==> config.mk <==
export PLATFORM = sky130hd
export DESIGN_NAME = fetch_state_regs
export DESIGN_NICKNAME = d
export VERILOG_FILES = /design/src/rtl/fetch_state_regs.sv
export SDC_FILE = /design/constraint.sdc
export NUM_CORES = 1
export LEC_CHECK = 0
export CAP_MARGIN = 10
export CORE_MARGIN = 3
export CORE_UTILIZATION = 42
export DETAILED_ROUTE_END_ITERATION = 10
export PLACE_DENSITY = 0.95
export REMOVE_ABC_BUFFERS = 1
export SLEW_MARGIN = 20
export SYNTH_ARGS = -nofsm -noshare
export SYNTH_HDL_FRONTEND = slang
export SYNTH_SLANG_ARGS = --single-unit
==> constraint.sdc <==
create_clock -name clk -period 5.4 [get_ports clk]
set_clock_uncertainty 0.2 [all_clocks]
set_input_delay 1.62 -clock clk [delete_from_list [all_inputs] [get_ports clk]]
set_output_delay 1.62 -clock clk [all_outputs]
set_load 0.02 [all_outputs]
==> src/rtl/fetch_state_regs.sv <==
// ============================================================================
// Module   : fetch_state_regs
// Brief    : PC / IR / MDR state for the multicycle MIPS datapath, plus the
//            fetch counter and the sticky misaligned-PC flag.
// Revision : 1.0 - initial release
// ============================================================================
`default_nettype none

module fetch_state_regs #(
   parameter logic [31:0] RESET_PC = 32'h0000_0000,
   parameter int          CNT_W    = 32
) (
   input  logic             clk,
   input  logic             reset,
   input  logic             PCWrite,
   input  logic             Branch,
   input  logic             PCSrc,
   input  logic             IorD,
   input  logic             IRWrite,
   input  logic [31:0]      alu_result,
   input  logic [31:0]      alu_out,
   input  logic             alu_zero,
   input  logic [31:0]      mem_rdata,
   output logic [31:0]      mem_addr,
   output logic [31:0]      pc,
   output logic [31:0]      instr,
   output logic [5:0]       opcode,
   output logic [4:0]       rs,
   output logic [4:0]       rt,
   output logic [4:0]       rd,
   output logic [4:0]       shamt,
   output logic [5:0]       funct,
   output logic [15:0]      imm,
   output logic [31:0]      mdr,
   output logic [CNT_W-1:0] fetch_count,
   output logic             pc_misalign
);

   logic [31:0]      r_pc;
   logic [31:0]      r_instr;
   logic [31:0]      r_mdr;
   logic [CNT_W-1:0] r_fetch_count;
   logic             r_pc_misalign;

   logic             w_pc_en;
   logic [31:0]      w_pc_next;

   assign w_pc_en   = PCWrite | (Branch & alu_zero);
   assign w_pc_next = PCSrc ? alu_out : alu_result;

   always_ff @(posedge clk) begin
      if (reset) begin
         r_pc          <= RESET_PC;
         r_instr       <= 32'h0000_0000;
         r_mdr         <= 32'h0000_0000;
         r_fetch_count <= '0;
         r_pc_misalign <= 1'b0;
      end else begin
         r_mdr <= mem_rdata;
         // The PC is kept word aligned; a misaligned target only raises the flag.
         if (w_pc_en) begin
            r_pc <= {w_pc_next[31:2], 2'b00};
            if (w_pc_next[1:0] != 2'b00)
               r_pc_misalign <= 1'b1;
         end
         if (IRWrite) begin
            r_instr       <= mem_rdata;
            r_fetch_count <= r_fetch_count + {{(CNT_W-1){1'b0}}, 1'b1};
         end
      end
   end

   assign mem_addr    = IorD ? alu_out : r_pc;
   assign pc          = r_pc;
   assign instr       = r_instr;
   assign mdr         = r_mdr;
   assign fetch_count = r_fetch_count;
   assign pc_misalign = r_pc_misalign;

   assign opcode = r_instr[31:26];
   assign rs     = r_instr[25:21];
   assign rt     = r_instr[20:16];
   assign rd     = r_instr[15:11];
   assign shamt  = r_instr[10:6];
   assign funct  = r_instr[5:0];
   assign imm    = r_instr[15:0];

endmodule

`default_nettype wire

Word level (Yosys, flattened, before mapping)
Index checks and enable logic that the tools add are counted.
{"block": "op_classes", "bitwise_logic": 2, "n_reduce_logical": 2, "n_mux": 2, "addsub": 1}
{"op": "32-bit two-way mux", "n": 2}
{"op": "32-bit by 1-bit adder with 32-bit output, second input constant", "n": 1}
{"op": "2-bit AND reduction", "n": 1}
{"op": "2-bit nonzero test", "n": 1}
{"op": "1-bit AND", "n": 1}
{"op": "1-bit OR", "n": 1}
{"block": "totals", "out_inout_bits": 209, "wordCells": 12, "inputBits": 104, "ff_bits": 127}

Logic depth before layout (Yosys ltp)
Gate-level depths: netlist of the first run.
{"block": "depth", "word_depth": 3, "mapped_depth": 6, "ltp_nobuf": 5}

Least setup slack after synthesis of the first run
No wires, ideal clock.
{"block": "synth_path", "path_kind": "input to output", "start": "input port IorD", "end": "output port mem_addr[10]", "stages": 3, "t_required_ns": 3.580, "path_buffers": 2, "t_arrival_ns": 2.564, "slack_ns": 1.016, "cell_sequence": "clkbuf_1 -> buf_1 -> mux2_2"}
{"block": "synth_via", "elab_chain_len": 1}
{"item": "from (decl)", "line": "18", "source": "input logic IorD,"}
{"item": "32-bit two-way mux", "line": "73", "source": "assign mem_addr = IorD ? alu_out : r_pc;"}
{"item": "to (decl)", "line": "24", "source": "output logic [31:0] mem_addr,"}
No other way between the ends.

Final worst setup path of the first run
{"block": "layout_path", "start": "input port IorD", "end": "output port mem_addr[13]"}
The elaborated chain is that of the path after synthesis.

==> results of run 1 <==
[final timing paths]
kind             startpoint         endpoint  slack (ns)  depth (start not counted)
min reg2reg     pc_misalign      pc_misalign        0.27                          2
min             pc_misalign      pc_misalign        0.27                          2
max                    IorD     mem_addr[13]        0.27                          4
max reg2reg  fetch_count[0]  fetch_count[22]        2.94                          5
[per-stage QoR]
stage	util (%)	power, mW	worst slack [ns]	hold slack, ns
after CTS	70.1	2.70	0.253	0.275
after global placement	65.4	1.55	0.347	0.253
after detailed placement	65.4	1.56	0.253	0.259
final	70.1	2.68	0.269	0.272
after global routing	70.1	2.77	0.236	0.312
after floorplan	-	1.25	1.60	0.353
[layout by cell type, fill, tap and decap left out, types with 12 or more instances in the layout]
master           instances
mux2_2                  31
dfxtp_1                127
nor2b_1                 34
clkbuf_16               17
mux2i_1                 63
or4_1                   13
a211oi_1                30
clkdlybuf4s50_1        307
a21oi_1                 19
o31ai_1                 12
nor2_1                  79
[power breakdown]
part           switching (mW)  leakage, nW  internal [mW]
Sequential             0.0357         1.05          0.986
Clock                   0.423        0.291          0.713
Combinational           0.245         2.11          0.275
[kinds of logic after synthesis]
logic type,after synthesis,share of synthesized area [%]
AND/OR/NAND/NOR,173,16.0
flip-flops,127,45.9
multiplexers,95,17.9
buffers and inverters,95,10.0
AO/OA/AOI/OAI,67,7.99
XOR/XNOR,12,1.90
adder cells (fa/ha/maj),1,0.226
other,1,0.0676
[per-layer routing]
| layer | part of all wire [%] | wire length (microns) | vias up |
|---|---|---|---|
| li1 | - | - | 2434 |
| met1 | 40 | 6530 | 2346 |
| met2 | 52 | 8560 | 206 |
| met3 | 6.9 | 1130 | 20 |
| met4 | 1.6 | 258 | 0 |
| met5 | 0 | 0 | - |
[area by class of cell]
cell class / instances / area, sq um
clock buffers: 19 / 453
multi-input cells: 350 / 2460
well taps: 172 / 215
fillers: 903 / 3820
inverters: 4 / 15.0
repair buffers: 313 / 3130
flip-flops and latches: 127 / 2540
clock inverters: 13 / 150
[worst reg2reg max path, stage by stage, from the launching register on]
cell     delay (ns)
dfxtp_1        0.40
ha_1           0.21
and3_1         0.28
nand4_1        0.46
nor4_1         0.43
mux2_2         0.37
[flip-flops by register name, summed over array words and instances (netlist names)]
| register | count |
|---|---|
| fetch_count | 32 |
| instr | 32 |
| mdr | 32 |
| pc | 30 |
| pc_misalign | 1 |
==> results.md, run 1 <==
* Mean Syn Cell Area at 9.71 sq um
* PwrDens at 299 nW/um^2
* Peak VDD IR at 0.000201 V
* Worst stage delay on the critical path at 0.55 ns
* Cell Chain, Critical Path: clkdlybuf4s50_1 -> buf_12 -> mux2_2 -> clkdlybuf4s50_1
* Met1 usage at 25.4%
* Clock Latency Late Sink at 0.40 ns
* Via count at 5006
* P_leak at 3.45 nW
* CP Capture Type: output pin
* Largest cells by area after synthesis: dfxtp_1 (46%), mux2i_1 (11%), buf_4 (6.8%)
* Total negative setup slack at 0 ns
* Top cells by count, synth: dfxtp_1 (127), nor2_1 (79), mux2i_1 (63)
* Vias in the first global route at 4800
* Syn Inst Count at 571
* Yosys reg bits at 127
* Post-synth ARST share at 0%
* GR Layer Usage met3 at 6.95%
* Post-CTS Resized at 0
* Final hold viol count at 0
* Worst path required time at 3.58 ns
* RSZ-0062 raised after global routing: no
* Placed Cells incl. Taps at 966
* Final net count at 918
* GRT overflow at 0
* Starting Density at 43.4%
* CP max stage cell: clkdlybuf4s50_1
* Cell with the most instances after synthesis: dfxtp_1
* Layout cell share with drive strength beyond 1 at 8.96%
* Mapped cell area at 5540 sq um
* Largest net degree at the start of global routing at 98
* Placed Area at 8350 sq um
* Clk sinks at 127
* Final ANT Viol Nets at 0
* Port bufs at 310
* Outcome: finished, final reports clean
* # rows at 41
* Die height at 121 microns
* Startpoint types: primary input
* Fin. max-slew vios at 0
* Max Cap Viol at 0
* Top-area cell type share of the netlist area at 45.9%
* Worst-path maximum fanout at 32
* Ant diodes at 0
* Largest delay contributor family on the critical path: buffers and inverters
* Num ports at 313
* Post-route insts no fill at 998
* Final GP Congestion at 0.866
* CTS max path bufs at 2
* Min-delay worst type: reg2reg
* Root buffer cell: clkbuf_16
* Wirelength, routed at 16500 microns
* FMAX at 0.195 GHz
* Sequential area share after synthesis at 45.9%
* Tmin final at 5.13 ns
* Core area at 12800 sq um
* Die area at 14600 sq um
* Met2 Resource Use GR at 37.7%
* Least-Margin Pin Slew at 0.989 ns
* Post-CTS setup buffers at 0
* Initial antenna violation count at 0
* Hold Buf Count CTS at 0
* GRT Total Usage at 21.7%
* Num CTS Buffers at 17
* Fin area at 8960 sq um
* Finish-stage setup viols at 0
* Vias/cell at 5.02
* Post-synth EDFFs at 0
* First-pass GRT wire length at 25100 microns
* Worst slew margin at 34.0%
* DPL Wire Length at 12200 microns
* Setup CP Type: in2out
* Leading area contributor after synthesis: dfxtp_1
* Routed len/inst at 16.5 microns
* Synth warnings at 0
* Die Span X at 121 microns
* Grt peak-use layer: met2
* Final Cycle Share at 95.0%
* First-pass iteration count of the detailed router at 5
* Yosys cell types at 35
* CP most frequent cell: clkdlybuf4s50_1
* Primary FF master, synth: dfxtp_1
* P&R area growth vs syn at 61.6%
* CTS H-tree lvls at 4
* Worst path arrival time at 3.31 ns
* 1st-iter DRT viols at 453
* CTS clock-pin slew for the worst setup and hold paths at 0.05 ns
* DRC at 0
* Buf/Inv on CP at 3
* CTS tree: built
No activity file was read; power rests on OpenSTA's default activity.
==> inputs of run 2 (changes only) <==
--- a/config.mk
+++ b/config.mk
@@ -7,9 +7,10 @@
 export LEC_CHECK = 0
 export CAP_MARGIN = 10
 export CORE_MARGIN = 3
-export CORE_UTILIZATION = 42
+export CORE_UTILIZATION = 39
 export DETAILED_ROUTE_END_ITERATION = 10
-export PLACE_DENSITY = 0.95
+export GPL_TIMING_DRIVEN = 0
+export PLACE_DENSITY = 0.92
 export REMOVE_ABC_BUFFERS = 1
 export SLEW_MARGIN = 20
 export SYNTH_ARGS = -nofsm -noshare
==> constraint.sdc (replaced) <==
create_clock -name clk -period 5.5 [get_ports clk]
set_clock_uncertainty 0.2 [all_clocks]
set_input_delay 1.65 -clock clk [delete_from_list [all_inputs] [get_ports clk]]
set_output_delay 1.65 -clock clk [all_outputs]
set_load 0.02 [all_outputs]
==> results.md, run 2 (synthesized netlist as in run 1, its figures left out) <==
* First-pass iteration count of the detailed router at 4
* Setup CP Type: in2out
* Final net count at 920
* Startpoint types: primary input
* Overall Power at 2.56 mW
* First-pass GRT wire length at 27000 microns
* Layout cell share with drive strength beyond 1 at 9.30%
* FMAX at 0.200 GHz
* DPL Wire Length at 13100 microns
* Sw power at 718 uW
* Total number of cells along the worst setup path at 4
* Vias/cell at 4.95
* Starting Density at 40.9%
* Worst slew margin at 50.9%
* Max Cap Viol at 0
* Hold Path Depth at 2
* DRC at 0
* Post-CTS Resized at 0
* CTS clock-pin slew for the worst setup and hold paths at 0.06 ns
* CP Capture Type: output pin
* Final ANT Viol Nets at 0
* Fin. max-slew vios at 0
* Cell Chain, Critical Path: buf_2 -> buf_16 -> mux2_2 -> clkdlybuf4s50_1
* Worst path arrival time at 3.16 ns
* Sw Share at 28.1%
* Outcome: finished, final reports clean
* Num ports at 313
* Min-delay worst type: reg2reg
* Sequential fraction of design power at 39.2%
* Peak VDD IR at 0.000181 V
* Least-Margin Pin Slew at 0.736 ns
* Initial antenna violation count at 0
* Routed len/inst at 17.2 microns
* Clk sinks at 127
* Wirelength, routed at 17300 microns
* Most frequent cells in the layout: clkdlybuf4s50_1 (306), dfxtp_1 (127), nor2_1 (79)
* CTS tree: built
* Cell Int Power at 1.84 mW
* Final GP Congestion at 0.767
* Num CTS Buffers at 17
* Via count at 4976
* Final hold viol count at 0
* Die height at 125 microns
* CP max stage cell: clkdlybuf4s50_1
* Vias in the first global route at 4947
* Final worst slack at 0.491 ns
* # rows at 42
* Buf/Inv on CP at 3
* Root buffer cell: clkbuf_16
* Most common cell after layout, fill and taps aside: clkdlybuf4s50_1
* GRT Total Usage at 21.6%
* Hold Buf Count CTS at 0
* Final Cycle Share at 91.1%
* Worst path required time at 3.65 ns
* Post-CTS setup buffers at 0
* Largest net degree at the start of global routing at 66
* Pre-CTS setup slack at 0.492 ns
* CTS H-tree lvls at 4
* Clock Latency Late Sink at 0.41 ns
* Comb power frac at 20.4%
* Util after Layout at 66.4%
* Port bufs at 310
* PwrDens at 284 nW/um^2
* GRT overflow at 0
* RSZ-0062 raised after global routing: no
* P_leak at 3.46 nW
* Worst stage delay on the critical path at 0.55 ns
* Worst-path maximum fanout at 22
* Die area at 15700 sq um
* P&R area growth vs syn at 62.3%
* Hold Slack at 0.295 ns
* Core area at 13600 sq um
* Largest delay contributor family on the critical path: buffers and inverters
* Die Span X at 125 microns
* CTS max path bufs at 2
* Tmin final at 5.01 ns
* Reg2Reg Depth at 5
* Finish-stage setup viols at 0
* Clk pwr share at 40.3%
* 1st-iter DRT viols at 220
==> run 2: cell types whose count changed in the layout (fill, tap and decap cells not counted), sizes merged, moves of 2 or more <==
cell      previous run  this run
buf                  6         9
bufinv               2         0
clkinv               4         6
clkinvlp             2         4
==> run 2: worst paths after layout <==
kind / start / end / slack, ns
setup / recovery: IorD / mem_addr[12] / 0.49
hold / removal: fetch_count[15] / fetch_count[15] / 0.29
setup reg to reg: fetch_count[0] / fetch_count[22] / 3.09
hold reg to reg: fetch_count[15] / fetch_count[15] / 0.29
==> run 2: metal layers <==
layer	vias up	global-route usage [%]	share of wire [%]
met2	173	38.7	53
met5	-	0	0
met4	0	6.63	1.5
met3	20	7.25	6.6
met1	2344	24.3	39
li1	2439	-	-
==> run 2: power by group through the flow <==
stage / combinational [mW] / clock, mW / sequential (mW)
after floorplan: 0.123 / 0 / 1.10
after global placement: 0.515 / 0 / 1.02
after detailed placement: 0.523 / 0 / 1.02
after CTS: 0.527 / 1.06 / 1.00
after global routing: 0.551 / 1.10 / 1.01
final: 0.522 / 1.03 / 1.00
==> run 2: through the flow <==
| step | instances | TNS, ns | instance area (sq um) |
|---|---|---|---|
| 2_1_floorplan | 481 | 0 | 5010 |
| 3_3_place_gp | 967 | -68.75 | 8330 |
| 3_5_place_dp | 972 | 0 | 8450 |
| 4_1_cts | 1004 | 0 | 8990 |
| 5_1_grt | 1004 | 0 | 8990 |
| 6_report | 1005 | 0 | 9000 |
==> run 2: worst register-to-register path: stages (launching register included) <==
cell and delay [ns]:
dfxtp_1 0.40, ha_1 0.21, and3_1 0.27, nand4_1 0.43, nor4_1 0.42, mux2_2 0.36
==> run 2: final cells by class <==
class	instances	area, sq um
Tap cell	176	220
Clock buffer	18	439
Fill cell	1030	4560
Timing Repair Buffer	315	3220
Clock inverter	14	109
Multi-Input combinational cell	350	2450
Antenna cell	1	2.50
Inverter	4	15.0
Sequential cell	127	2540
==> inputs of run 3 (changes only) <==
--- a/config.mk
+++ b/config.mk
@@ -5,12 +5,13 @@
 export SDC_FILE = /design/constraint.sdc
 export NUM_CORES = 1
 export LEC_CHECK = 0
+export ABC_AREA = 1
 export CAP_MARGIN = 10
 export CORE_MARGIN = 3
 export CORE_UTILIZATION = 39
 export DETAILED_ROUTE_END_ITERATION = 10
 export GPL_TIMING_DRIVEN = 0
-export PLACE_DENSITY = 0.92
+export PLACE_DENSITY = 0.9
 export REMOVE_ABC_BUFFERS = 1
 export SLEW_MARGIN = 20
 export SYNTH_ARGS = -nofsm -noshare
==> results.md, run 3 <==
* Ant diodes at 0
* Cell Chain, Critical Path: buf_2 -> buf_12 -> mux2_2 -> clkdlybuf4s50_1
* Worst path arrival time at 3.02 ns
* Post-synth ARST share at 0%
* Finish-stage setup viols at 0
* Final Cycle Share at 88.5%
* Fin. max-slew vios at 0
* Sequential area share after synthesis at 44.0%
* Sequential fraction of design power at 37.8%
* Clk sinks at 127
* CP Capture Type: output pin
* P&R area growth vs syn at 59.7%
* Top cells by count, synth: nand2_1 (138), dfxtp_1 (127), nor2_1 (91)
* Worst stage delay on the critical path at 0.58 ns
* Yosys reg bits at 127
* Final net count at 1114
* Final ANT Viol Nets at 0
* Vias/cell at 4.97
* Cell Int Power at 1.92 mW
* CP max stage cell: clkdlybuf4s50_1
* Cell with the most instances after synthesis: nand2_1
* Wirelength, routed at 19000 microns
* Fin area at 9220 sq um
* Setup CP Type: in2out
* Worst slew margin at 38.3%
* Post-synth EDFFs at 0
* Mean Syn Cell Area at 7.56 sq um
* DPL Wire Length at 14100 microns
* Core area at 14100 sq um
* Most common cell after layout, fill and taps aside: clkdlybuf4s50_1
* PwrDens at 288 nW/um^2
* Primary FF master, synth: dfxtp_1
* Max Cap Viol at 0
* Die area at 16300 sq um
* Starting Density at 40.8%
* FMAX at 0.205 GHz
* Synth warnings at 0
* Yosys cell types at 31
* Hold Buf Count CTS at 0
* RSZ-0062 raised after global routing: no
* GRT Total Usage at 22.7%
* Clock Latency Late Sink at 0.41 ns
* Top-area cell type share of the netlist area at 44.0%
* Sw power at 738 uW
* WL met2 at 9620 microns
* DRC at 0
* Syn Inst Count at 763
* Initial antenna violation count at 0
* Min-delay worst type: reg2reg
* Final hold viol count at 0
* Final worst slack at 0.631 ns
* Highest metal used: met4
* First-pass GRT wire length at 29500 microns
* FILL cells at 1147
* 1st-iter DRT viols at 368
* Worst path required time at 3.65 ns
* Largest net degree at the start of global routing at 77
* Leading area contributor after synthesis: dfxtp_1
* Post-CTS Resized at 0
* Overall Power at 2.66 mW
* First-pass iteration count of the detailed router at 5
* Util after Layout at 65.1%
* Startpoint types: primary input
* Peak VDD IR at 0.000196 V
* Sw Share at 27.8%
* Port bufs at 310
* Num ports at 313
* Pre-CTS setup slack at 0.643 ns
* CTS max path bufs at 2
* CTS H-tree lvls at 4
* Total negative setup slack at 0 ns
* Post-CTS setup buffers at 0
* Least-Margin Pin Slew at 0.924 ns
* Clk pwr share at 42.3%
* Register area at 2540 sq um
* Vias in the first global route at 5799
* Routed len/inst at 15.8 microns
* P_leak at 3.60 nW
* Buf/Inv on CP at 3
* # rows at 43
* Num CTS Buffers at 17
* Area of the multi-input gates at 2440 sq um
* Outcome: finished, final reports clean
* Final GP Congestion at 0.881
* Wl on met1 at 6800 microns
* Worst-path maximum fanout at 30
* Die Span X at 128 microns
* Placed Area at 8620 sq um
* Layout cell share with drive strength beyond 1 at 9.39%
* Comb power frac at 19.9%
* CTS tree: built
* GRT overflow at 0
* Largest delay contributor family on the critical path: buffers and inverters
* WL met3 at 1790 microns
* Most frequent cells in the layout: clkdlybuf4s50_1 (306), nand2_1 (138), dfxtp_1 (127)
* Mapped cell area at 5770 sq um
* Largest cells by area after synthesis: dfxtp_1 (44%), nand2_1 (9.0%), buf_4 (6.5%)
* CTS clock-pin slew for the worst setup and hold paths at 0.06 ns
* Root buffer cell: clkbuf_16
* Die height at 128 microns
* Via count at 5971
* Tmin final at 4.87 ns
==> run 3: kinds of logic after synthesis <==
| group | share of synthesized area, % |
|---|---|
| AND/OR/NAND/NOR | 22.4 |
| buffers and inverters | 13.7 |
| AO/OA/AOI/OAI | 13.7 |
| flip-flops | 44.0 |
| multiplexers | 5.27 |
| XOR/XNOR | 0.607 |
| adder cells (fa/ha/maj) | 0.217 |
| other | 0.0650 |
==> run 3: power groups by stage <==
| stage | combinational (mW) | clock [mW] | sequential (mW) |
|---|---|---|---|
| 6_report | 0.529 | 1.13 | 1.00 |
| 5_1_grt | 0.559 | 1.19 | 1.01 |
| 4_1_cts | 0.532 | 1.14 | 1.00 |
| 3_5_place_dp | 0.529 | 0 | 1.02 |
| 3_3_place_gp | 0.521 | 0 | 1.02 |
| 2_1_floorplan | 0.122 | 0 | 1.11 |
==> run 3: path summary, 6_finish.rpt <==
check | depth (start not counted) | end | slack [ns] | start
max | 4 | mem_addr[25] | 0.63 | IorD
min | 2 | pc[19] | 0.27 | pc[19]
max reg2reg | 8 | fetch_count[24] | 3.68 | fetch_count[0]
min reg2reg | 2 | pc[19] | 0.27 | pc[19]
==> run 3: tightest hold or removal path, delay by kind of cell (launching register included) <==
kind	cells	cell delay [ns]
buffers and inverters	1	0.06
AO/OA/AOI/OAI	1	0.05
flip-flops	1	0.31
==> run 3: through the flow <==
stage,hold slack [ns],cells
2_1_floorplan,0.340,677
3_3_place_gp,0.248,1167
3_5_place_dp,0.261,1170
4_1_cts,0.270,1202
5_1_grt,0.302,1202
6_report,0.270,1202
==> run 3: per-layer routing <==
| layer | up-vias | global-route usage [%] |
|---|---|---|
| met5 | - | 0 |
| met4 | 0 | 10.8 |
| met3 | 42 | 8.67 |
| met2 | 275 | 41.1 |
| met1 | 2728 | 23.0 |
| li1 | 2926 | - |
==> run 3: cell type report <==
| cell class | count | area share (%) |
|---|---|---|
| Clock buffer | 18 | 4.76 |
| Tap cell | 180 | 2.44 |
| Clock inverter | 14 | 1.72 |
| Multi-Input combinational cell | 481 | 26.5 |
| Inverter | 69 | 2.85 |
| Sequential cell | 127 | 27.6 |
| Timing Repair Buffer | 313 | 34.1 |
==> RTL edit, RTL diff (settings of run 3) <==
Change the parameter `CNT_W` from 32 to 16.
--- a/src/rtl/fetch_state_regs.sv
+++ b/src/rtl/fetch_state_regs.sv
@@ -10,3 +10,3 @@
    parameter logic [31:0] RESET_PC = 32'h0000_0000,
-   parameter int          CNT_W    = 32
+   parameter int          CNT_W    = 16
 ) (
Interface: changed (resized fetch_count); port bits go from 313 to 297. The function was not compared with the original's and may differ.
==> RTL edit against run 3 <==
- fmax decreased by 1.8%
- count of clock-buffer cells in the layout decreased by 7
- sequential power decreased by 12%
- total power decreased by 24%
- sequential cell count decreased by 16
- critical endpoint unchanged
- sequential share of layout area increased by 0.80 points
- non-clock buffer count decreased by 16
- routed wire length decreased by 20%
- core utilization decreased by 0.77 points
- first-iteration DRC count decreased by 33%
- setup slack got worse by 0.090 ns
- area after synthesis decreased by 15%
- final area decreased by 15%
- largest cell class unchanged
==> RTL edit: results (changes against run 3) <==
\begin{tabular}{lr}
\hline
Metric & Value \\
\hline
\multicolumn{2}{l}{\textbf{Outcome}} \\
Status & completed (unchanged) \\
\multicolumn{2}{l}{\textbf{GRT}} \\
Largest net degree at the start of global routing & 75 (was 77) \\
Vias in the first global route & 4803 (was 5799) \\
Total track usage & 0.213 (was 0.227) \\
Global-route wire length before repair & 24300 um (was 29500 um) \\
\multicolumn{2}{l}{\textbf{Synth}} \\
Proportion of synthesized area in mux cells & 0.0348 (was 0.0527) \\
Share of synthesized cell area in full adder, half adder and majority cells & 0.00256 (was 0.00217) \\
Post-Synth XOR/XNOR Area & 0.00358 (was 0.00607) \\
Sequential fraction of the synthesis area & 0.454 (was 0.440) \\
Main area contributors after synthesis & dfxtp\_1, nand2\_1, buf\_4 (unchanged) \\
Synthesized instance count & 648 (was 763) \\
Netlist cell types & 32 (was 31) \\
\multicolumn{2}{l}{\textbf{Drt}} \\
Total wirelength of the detailed-routed design & 15100 um (was 19000 um) \\
DR pass1 iterations & 6 (was 5) \\
DRC violation total after the first TritonRoute iteration & 246 (was 368) \\
Routed via count divided by cell count & 4.65 (was 4.97) \\
\multicolumn{2}{l}{\textbf{Power}} \\
Power Sequential & 884 uW (was 1.00 mW) \\
Switching share of power & 0.293 (was 0.278) \\
Clock power share & 0.309 (was 0.423) \\
Power in the clock group & 628 uW (was 1.13 mW) \\
IR drop worst, VDD & 0.145 mV (was 0.196 mV) \\
\multicolumn{2}{l}{\textbf{Clock tree}} \\
Clock latency at the later pin of the worst-skew pair & 0.35 ns (was 0.41 ns) \\
\multicolumn{2}{l}{\textbf{Layout}} \\
Post-route insts no fill & 1043 (was 1202) \\
Net count, final & 975 (was 1114) \\
\multicolumn{2}{l}{\textbf{Placed design}} \\
DPL Wire Length & 11400 um (was 14100 um) \\
Post-detailed-placement cell area & 7540 um\^{}2 (was 8620 um\^{}2) \\
\multicolumn{2}{l}{\textbf{Worst setup path}} \\
Longest individual stage delay on the worst path & 0.56 ns (was 0.58 ns) \\
\hline
\end{tabular}
==> RTL edit: path summary, 6_finish.rpt <==
check | slack, ns | cells after the start | startpoint | endpoint
setup / recovery | 0.54 | 4 | IorD | mem_addr[25]
hold / removal | 0.26 | 2 | pc[4]$_SDFFE_PP0P_ | pc[4]$_SDFFE_PP0P_
setup reg to reg | 3.95 | 7 | fetch_count[0]$_SDFFE_PP0P_ | fetch_count[14]$_SDFFE_PP0P_
hold reg to reg | 0.26 | 2 | pc[4]$_SDFFE_PP0P_ | pc[4]$_SDFFE_PP0P_
==> RTL edit: per-layer routing <==
metal  wire [um]  vias to the layer above  track usage
met3        1090                       26       0.0634
met5           0                        -            0
met2        7780                      184        0.377
met4         367                        0       0.0813
li1            -                     2447            -
met1        5850                     2197        0.241
==> RTL edit: final cells by class <==
class                      count  area (um^2)
fill                        1013         4330
timing repair buffer         297         2990
sequential                   111         2220
multi-input combinational    377         1840
inverter                      74          280
clock buffer                  11          243
tap                          168          210
clock inverter                 5         41.3
